`src/rtl/servo_pwm_decoder.sv`:
```
`default_nettype none
// ---------------------------------------------------------------------------
// servo_pwm_decoder: measures servo PWM high time, returns 12-bit angle | Rev 1.0
// ---------------------------------------------------------------------------
module servo_pwm_decoder #(
  parameter int TICKDIV  = 488,
  parameter int SERVOMIN = 124,
  parameter int SERVOMAX = 543,
  parameter int REVERSED = 0,
  parameter int TIMEOUT  = 8192
) (
  input  logic        clock,
  input  logic        reset,
  input  logic        enable,
  input  logic        pwm_in,
  output logic [11:0] angle,
  output logic        valid,
  output logic        lost,
  output logic        overrange
);

  localparam int          TW      = (TICKDIV > 1) ? $clog2(TICKDIV) : 1;
  localparam int          OW      = $clog2(TIMEOUT + 1);
  localparam logic [11:0] SMIN    = 12'(SERVOMIN);
  localparam logic [11:0] SMAX    = 12'(SERVOMAX);
  localparam logic [12:0] DIVISOR = 13'(SERVOMAX - SERVOMIN);

  typedef enum logic [2:0] {
    IDLE    = 3'd0,
    ARMED   = 3'd1,
    MEASURE = 3'd2,
    DIVIDE  = 3'd3,
    OUTPUT  = 3'd4
  } state_t;

  state_t          state;
  logic            sync1, sync2, level, rise, fall;
  logic [1:0]      fill;
  logic [TW-1:0]   tick_cnt;
  logic [OW-1:0]   to_cnt;
  logic            tick, to_hit;
  logic [11:0]     width, width_inc, rem, dq, quotient;
  logic [3:0]      step;
  logic            clamp_lo, clamp_hi;
  logic [20:0]     dividend;
  logic [12:0]     trial;

  // fill keeps IDLE from trusting the synchroniser until its reset zeros have flushed
  always_ff @(posedge clock or negedge reset) begin
    if (!reset) begin
      sync1 <= 1'b0;
      sync2 <= 1'b0;
      level <= 1'b0;
      rise  <= 1'b0;
      fall  <= 1'b0;
      fill  <= 2'd0;
    end else begin
      sync1 <= pwm_in;
      sync2 <= sync1;
      level <= sync2;
      rise  <= sync2 & ~level;
      fall  <= ~sync2 & level;
      if (fill != 2'd3) fill <= fill + 2'd1;
    end
  end

  assign tick   = (tick_cnt == TW'(TICKDIV - 1));
  assign to_hit = enable && !rise && tick && (to_cnt == OW'(TIMEOUT - 1));

  always_ff @(posedge clock or negedge reset) begin
    if (!reset) begin
      tick_cnt <= '0;
      to_cnt   <= '0;
    end else if (!enable || rise) begin
      tick_cnt <= '0;
      to_cnt   <= '0;
    end else begin
      tick_cnt <= tick ? '0 : tick_cnt + TW'(1);
      if (tick && to_cnt != OW'(TIMEOUT)) to_cnt <= to_cnt + OW'(1);
    end
  end

  // The tick landing on the falling-edge clock is still part of the pulse
  assign width_inc = (tick && width != 12'hFFF) ? width + 12'd1 : width;
  assign dividend  = (width_inc > SMIN) ? 21'(width_inc - SMIN) * 21'd4095 : 21'd0;
  assign trial     = {rem, dq[11]};
  assign quotient  = clamp_hi ? 12'hFFF : dq;

  always_ff @(posedge clock or negedge reset) begin
    if (!reset) begin
      state     <= IDLE;
      width     <= 12'd0;
      rem       <= 12'd0;
      dq        <= 12'd0;
      step      <= 4'd0;
      clamp_lo  <= 1'b0;
      clamp_hi  <= 1'b0;
      angle     <= 12'd0;
      valid     <= 1'b0;
      lost      <= 1'b0;
      overrange <= 1'b0;
    end else begin
      valid <= 1'b0;
      if (!enable) begin
        state <= IDLE;
        width <= 12'd0;
        rem   <= 12'd0;
        dq    <= 12'd0;
        step  <= 4'd0;
      end else if (to_hit) begin
        state <= IDLE;
        lost  <= 1'b1;
      end else begin
        case (state)
          IDLE: begin
            if (fill == 2'd3 && !sync2 && !level) state <= ARMED;
          end
          ARMED: begin
            if (rise) begin
              width <= 12'd0;
              state <= MEASURE;
            end
          end
          MEASURE: begin
            width <= width_inc;
            if (fall) begin
              // Remainder starts with the dividend bits above the 12 quotient bits
              rem      <= {3'b000, dividend[20:12]};
              dq       <= dividend[11:0];
              step     <= 4'd0;
              clamp_lo <= (width_inc <= SMIN);
              clamp_hi <= (width_inc >= SMAX);
              state    <= DIVIDE;
            end
          end
          DIVIDE: begin
            if (trial >= DIVISOR) begin
              rem <= 12'(trial - DIVISOR);
              dq  <= {dq[10:0], 1'b1};
            end else begin
              rem <= trial[11:0];
              dq  <= {dq[10:0], 1'b0};
            end
            step <= step + 4'd1;
            if (step == 4'd11) state <= OUTPUT;
          end
          OUTPUT: begin
            angle     <= (REVERSED != 0) ? 12'd4095 - quotient : quotient;
            overrange <= clamp_lo | clamp_hi;
            valid     <= 1'b1;
            lost      <= 1'b0;
            state     <= ARMED;
          end
          default: state <= IDLE;
        endcase
      end
    end
  end

endmodule
`default_nettype wire

```
`config.mk`:
```
export PLATFORM = sky130hd
export DESIGN_NAME = servo_pwm_decoder
export DESIGN_NICKNAME = d
export VERILOG_FILES = /design/src/rtl/servo_pwm_decoder.sv
export SDC_FILE = /design/constraint.sdc
export NUM_CORES = 1
export LEC_CHECK = 0
export ABC_AREA = 1
export BUFFER_PORTS_ARGS = -buffer_cell sky130_fd_sc_hd__buf_2
export CAP_MARGIN = 10
export CELL_PAD_IN_SITES_DETAIL_PLACEMENT = 0
export CELL_PAD_IN_SITES_GLOBAL_PLACEMENT = 2
export CORE_MARGIN = 5
export CORE_UTILIZATION = 36
export DETAILED_ROUTE_END_ITERATION = 12
export PLACE_DENSITY_LB_ADDON = 0.1
export SETUP_SLACK_MARGIN = 0.1
export SYNTH_ARGS = -nofsm -noshare
export SYNTH_HDL_FRONTEND = slang
export SYNTH_SLANG_ARGS = --single-unit
export TNS_END_PERCENT = 30
```
`constraint.sdc`:
```
create_clock -name clock -period 6.3 [get_ports clock]
set_input_delay 1.26 -clock clock [delete_from_list [all_inputs] [get_ports clock]]
set_output_delay 1.26 -clock clock [all_outputs]
set_load 0.005 [all_outputs]
```
Word-level counts from Yosys, hierarchy flattened
Cells that the tools add are included.

word-level totals
  word-level logic and storage cells = 115
  register bits after elaboration = 90

operators by class
  magnitude comparators = 4
  multiplexer cells = 37
  bitwise logic cells = 6
  reductions and logical operators = 21
  $add $sub $neg = 7
  multipliers = 1
  equality and inequality tests = 20

operator list
  operator                                                             number
  2-to-1 mux 12 bit                                                    12
  case mux 12 bit (2 select lines)                                     3
  2-to-1 mux 14 bit                                                    2
  multiplier 13 x 13 -> 21 bit, second input constant                  1
  2-to-1 mux 21 bit                                                    1
  2-to-1 mux 3 bit                                                     6
  2-to-1 mux 9 bit                                                     2
  != test 4 bit, second input constant                                 4
  case mux 3 bit (5 select lines)                                      1
  adder 14 x 1 -> 14 bit, second input constant                        1
  equality test 14 x 13 -> 1 bit, second input constant                1
  != test 14 bit, second input constant                                1
  greater-or-equal comparator 13 x 9 -> 1 bit, second input constant   1
  subtractor 12 x 7 -> 13 bit, second input constant                   1
  adder 12 x 1 -> 12 bit, second input constant                        1
  greater-or-equal comparator 12 x 10 -> 1 bit, second input constant  1
  greater-than comparator 12 x 7 -> 1 bit, second input constant       1
  <= comparator 12 x 7 -> 1 bit, second input constant                 1
  2-to-1 mux 4 bit                                                     3
  != test 12 bit, second input constant                                1
  subtractor 12 x 9 -> 12 bit, second input constant                   1
  adder 9 x 1 -> 9 bit, second input constant                          1
  equality test 9 bit, second input constant                           1
  AND reduction 3 bit                                                  3
  22 further kinds                                                     45

Longest topological paths before layout
  word-level depth = 10
  depth in mapped cells = 45
  depth with buffers taken out = 45

Worst setup path after synthesis
No wires, ideal clock.

  path kind = flip-flop to flip-flop
  from = reg width[0]
  to = reg rem[4]
  clock period less this slack = 6.448 ns
  buffers on the path = 0
  arrival = 6.316 ns
  required time = 6.168 ns
  stages on the path, launching flop included = 39
  path slack = -0.148 ns
  path through = dfrtp_1 > ha_1 > inv_1 > nor2_4 > nand2_2 > nor2_4 > nor2_4 > nand2_1 > nand2_2 > inv_1 > ha_1 > inv_1 > nor2_2 > inv_1 > o21ai_0 > nand2_1 > inv_1 > fa_1 > (+3 left out) > inv_1 > fa_1 > inv_1 > fa_1 > inv_1 > ha_1 > nand2_1 > nor3_1 > a21o_1 > a21oi_1 > o21ai_0 > nand2_1 > a31oi_1 > a21oi_1 > o21ai_0 > nand2_1 > nand3_1 > o21ai_0

between the ends
  longest elaborated chain between the ends = 10

ends and longest elaborated chain
  what                                                                            RTL line  source
  from (decl)                                                                     42        logic [11:0] width, width_inc, rem, dq, quotient;
  from (signal assigned)                                                          125       width <= width_inc;
  parallel branches: the longest is 2 deep, another holds adder 12 x 1 -> 12 bit  -
  2-to-1 mux 12 bit *                                                             84        assign width_inc = (tick && width != 12'hFFF) ? width + 12'd1 : width;
  subtractor 12 x 7 -> 13 bit                                                     85        assign dividend = (width_inc > SMIN) ? 21'(width_inc - SMIN) * 21'd4095 : 21'd0;
  multiplier 13 x 13 -> 21 bit                                                    85
  2-to-1 mux 21 bit *                                                             85
  2-to-1 mux 12 bit *                                                             126       if (fall) begin
  case mux 12 bit (2 select lines) *                                              114       case (state)
  2-to-1 mux 12 bit *                                                             110       end else if (to_hit) begin
  2-to-1 mux 12 bit *                                                             104       if (!enable) begin
  to (signal assigned)                                                            128       rem <= {3'b000, dividend[20:12]};
  to (signal assigned)                                                            138       rem <= 12'(trial - DIVISOR);
  to (signal assigned)                                                            141       rem <= trial[11:0];
  to (decl)                                                                       42

Mark *: on every way between the ends. The select of a mux whose other input is x is not followed.
A chain may end at the register's enable or synchronous reset.

Final worst setup path
  from = reg width[1]
  to = reg rem[4]

The elaborated chain is that of the path after synthesis.

==> reports/metrics.csv <==
stage,metric,value,unit
run_status,status,"finished, final reports clean",
run,max_cap viols,0,
global_routing,All-Layer GR Usage,16.4,%
clock_network,CTS Buf Count,9,
synth,"EDFF count, synth",0,
cells_and_area,area occupied by multi-input gates,0.00581,sq mm
route,Residual DRC,0,
cells_and_area,area grow syn2layout,24.0,%
global_routing,first-pass GRT wire length,37400,um
synth,Compound-Gate Fraction of Synth Area,11.5,%
route,post-DR wirelength/cell,13.9,um
timing,RSZ-0062 raised after global routing,true,
synth,sequential share of the synthesized area,25.7,%
worst_setup_path,CP required,6.52,ns
global_routing,number of global-route vias before repair,7490,
clock_network,clock latency on the worst-skew pair,0.35,ns
clock_network,Max H-tree Level,3,
timing,final hold slack,0.356,ns
global_routing,largest net degree at the start of global routing,61,
cells_and_area,NumNets Final,1372,
route,antenna-violating nets left,0,
floorplanning,FP Rows,57,
timing,skew final,0.0221,ns
worst_setup_path,Critical Path Fanout Max,7,
place,Port Buf Inserts,18,
timing,Fin. Hold Viols,0,
floorplanning,I/O Pins,19,
timing,Final Max Tran Viols,0,
cells_and_area,Final Instance Count excl. Fillers,1563,
clock_network,root buffer cell,clkbuf_16,
floorplanning,die boundary width,166,um
worst_setup_path,most frequent CP cell,fa_1,
synth,proportion of synthesized area in mux cells,0.129,%
timing,Final Cycle Share,98.9,%
power_and_ir_drop,leakage power,0.00522,uW
power_and_ir_drop,PD cells,144,mW/mm^2
synth,Post-Synth Simple-Gate Area,20.7,%
global_routing,gr ovfl total,0,
synth,post-synthesis cell area,0.00876,sq mm
route,DRT iter0 DRCs,297,
cells_and_area,Fill cells,2500,
clock_network,Max clock buf depth,2,
global_routing,initial antenna violation count,0,
floorplanning,initial core utilization,36.3,%
worst_setup_path,Crit Path Class,reg2reg,
worst_setup_path,Crit path largest cell delay,0.58,ns
route,Via density,4.57,
cells_and_area,post-route cell area,0.0109,sq mm
synth,register bit count reported by yosys,90,
timing,Period minus WS final,6.23,ns
synth,Yosys warnings,0,
synth,adder-cell share of the synthesized area,25.7,%
synth,Synth Flop Type,dfrtp_1,
timing,actual transition at the worst max-transition pin,1.09,ns
route,final wirelength,21800,um
route,Vias,7139,
worst_setup_path,"slowest stage cell, crit path",fa_2,
power_and_ir_drop,VDD IR max,0.142,mV
worst_setup_path,worst path arrival time,6.45,ns
synth,Post-Syn Nets,1227,
synth,Synth Area in XOR/XNOR,4.06,%
floorplanning,Die Area,0.0275,sq mm
cells_and_area,FF+latch area,0.00225,sq mm
clock_network,Clock Sinks,90,
timing,FMAX,161,MHz
route,First-pass DRT Iterations,4,
timing,relative slew slack,27.3,%
place,Cells after DPL,1529,
place,GP Congestion,0.795,
synth,synth unique cells,53,
floorplanning,Core Area,0.0241,sq mm
synth,main combinational cell family by area after synthesis,adder cells,
clock_network,CTS tree,done,
cells_and_area,ant diodes,0,
place,dpl hpwl,17700,um
worst_setup_path,crit path launch type,flop,
cells_and_area,layout cell share with drive strength beyond 1,24.9,%
timing,final setup fails,0,
min_path,Hold WC Path Type,reg2reg,
place,placed cell areas,0.0101,sq mm
worst_setup_path,crit path capture type,flop,
synth,ys async rst share,100,%
synth,syn_area_per_cell,8.03,sq um
floorplanning,height of the die,166,um
timing,total negative slack,0,ns
clock_network,clock transition at the registers of the reported paths,0.07,ns
synth,Mapped Cells,1090,
-- through the flow --
step	setup WS, ns	util [%]	power, uW
global placement	-0.114	41.8	1070
floorplan	0.106	-	915
finish	0.0719	45.0	1570
global route	-0.332	45.0	1670
CTS	0.0431	44.5	1600
detailed placement	-0.193	41.8	1070
-- critical path: cells and delay by family, from the launching register on --
family                   cells  cell delay, ns
AO/OA/AOI/OAI                6            0.71
adder cells (fa/ha/maj)      7            2.98
buffers and inverters        9            0.86
flip-flops                   1            0.41
AND/OR/NAND/NOR             13            1.13
-- Yosys cell counts (2+ instances only) --
library cell,count,area (sq um)
a21oi_1,48,240
nand3_1,54,270
xnor2_1,9,78.8
o31ai_1,2,15.0
inv_2,12,45.0
nand4_1,9,56.3
ha_1,55,688
o22ai_1,17,106
nor2_1,72,270
nand2_1,148,556
nand3_4,2,35.0
o21a_1,3,22.5
nor3_1,20,100
and3_1,3,18.8
o2111ai_1,2,17.5
nor2_2,9,56.3
nor4_1,4,25.0
xor2_2,3,48.8
nand3b_1,3,22.5
nand3_2,5,50.1
a211oi_1,3,22.5
o21ai_1,4,20.0
nand2_2,22,138
a31oi_1,15,93.8
xor2_1,26,228
o21bai_1,4,30.0
buf_2,4,20.0
clkbuf_1,12,45.0
fa_1,78,1560
inv_1,250,938
nor2_4,5,56.3
nand2_4,7,78.8
dfrtp_1,90,2250
buf_4,2,15.0
o21ai_0,70,350
-- layout make-up --
| class | instances | share of cell area [%] |
|---|---|---|
| timing repair buffer | 152 | 10.3 |
| inverter | 264 | 9.20 |
| clock inverter | 6 | 0.473 |
| multi-input combinational | 718 | 53.5 |
| sequential | 90 | 20.8 |
| tap | 324 | 3.73 |
| clock buffer | 9 | 2.07 |
-- cells by family (layout without fill, tap and decap cells) --
family          count (synthesis)  in the layout
mux                             1              1
xor+xnor                       38             38
flops                          90             90
buf+inv                       282            431
simple gates                  369            369
compound gates                177            177
fa+ha+maj                     133            133
-- registers in the layout (all words and copies together) (netlist names), 2 cells and up --
register	cells
angle	12
dq	12
fill	2
rem	12
state	3
step	4
tick_cnt	9
to_cnt	14
width	12
-- final timing paths --
kind / from / end / slack, ns / depth (start not counted)
worst max-delay path: width[1] / rem[4] / 0.07 / 35
max in group asynchronous: reset / dq[11] / 4.30 / 2
worst max register to register: width[1] / rem[4] / 0.07 / 35
worst min register to register: sync1 / sync2 / 0.36 / 0
worst min-delay path: sync1 / sync2 / 0.36 / 0
min in group asynchronous: reset / tick_cnt[5] / 0.84 / 1
-- timing repair --
item | 4_1_cts | 5_1_grt
hold buffers | 0 | 0
pin swaps | 49 | 25
endpoints found under the setup margin | 8 | 11
buffers inserted | 15 | 4
gates cloned | 0 | 0
gates resized for setup | 51 | 28
-- where the power goes --
part / internal, uW / leakage [uW] / switching [uW]
registers: 652 / 0.00120 / 45.2
logic: 121 / 0.00389 / 230
clock network: 270 / 0.000126 / 250
total: 1040 / 0.00522 / 525
-- cells in the final DEF (no fill, tap or decap), types with 17 or more instances in the layout --
cell type	n
nand3_1	52
o21ai_0	60
nand2_2	28
buf_2	17
nor3_1	18
fa_1	75
ha_1	39
o22ai_1	17
dfrtp_1	89
buf_4	131
xor2_1	25
inv_1	234
inv_2	26
nor2_1	66
a21oi_1	44
nand2_1	137
-- per-layer routing --
| metal | vias to the layer above | part of all wire (%) | global-route usage, % |
|---|---|---|---|
| li1 | 3714 | - | - |
| met1 | 3355 | 51 | 23.2 |
| met2 | 58 | 46 | 27.4 |
| met3 | 12 | 2.3 | 2.31 |
| met4 | 0 | 0.68 | 2.44 |
| met5 | - | 0 | 0 |
No activity file was read; power rests on OpenSTA's default activity.
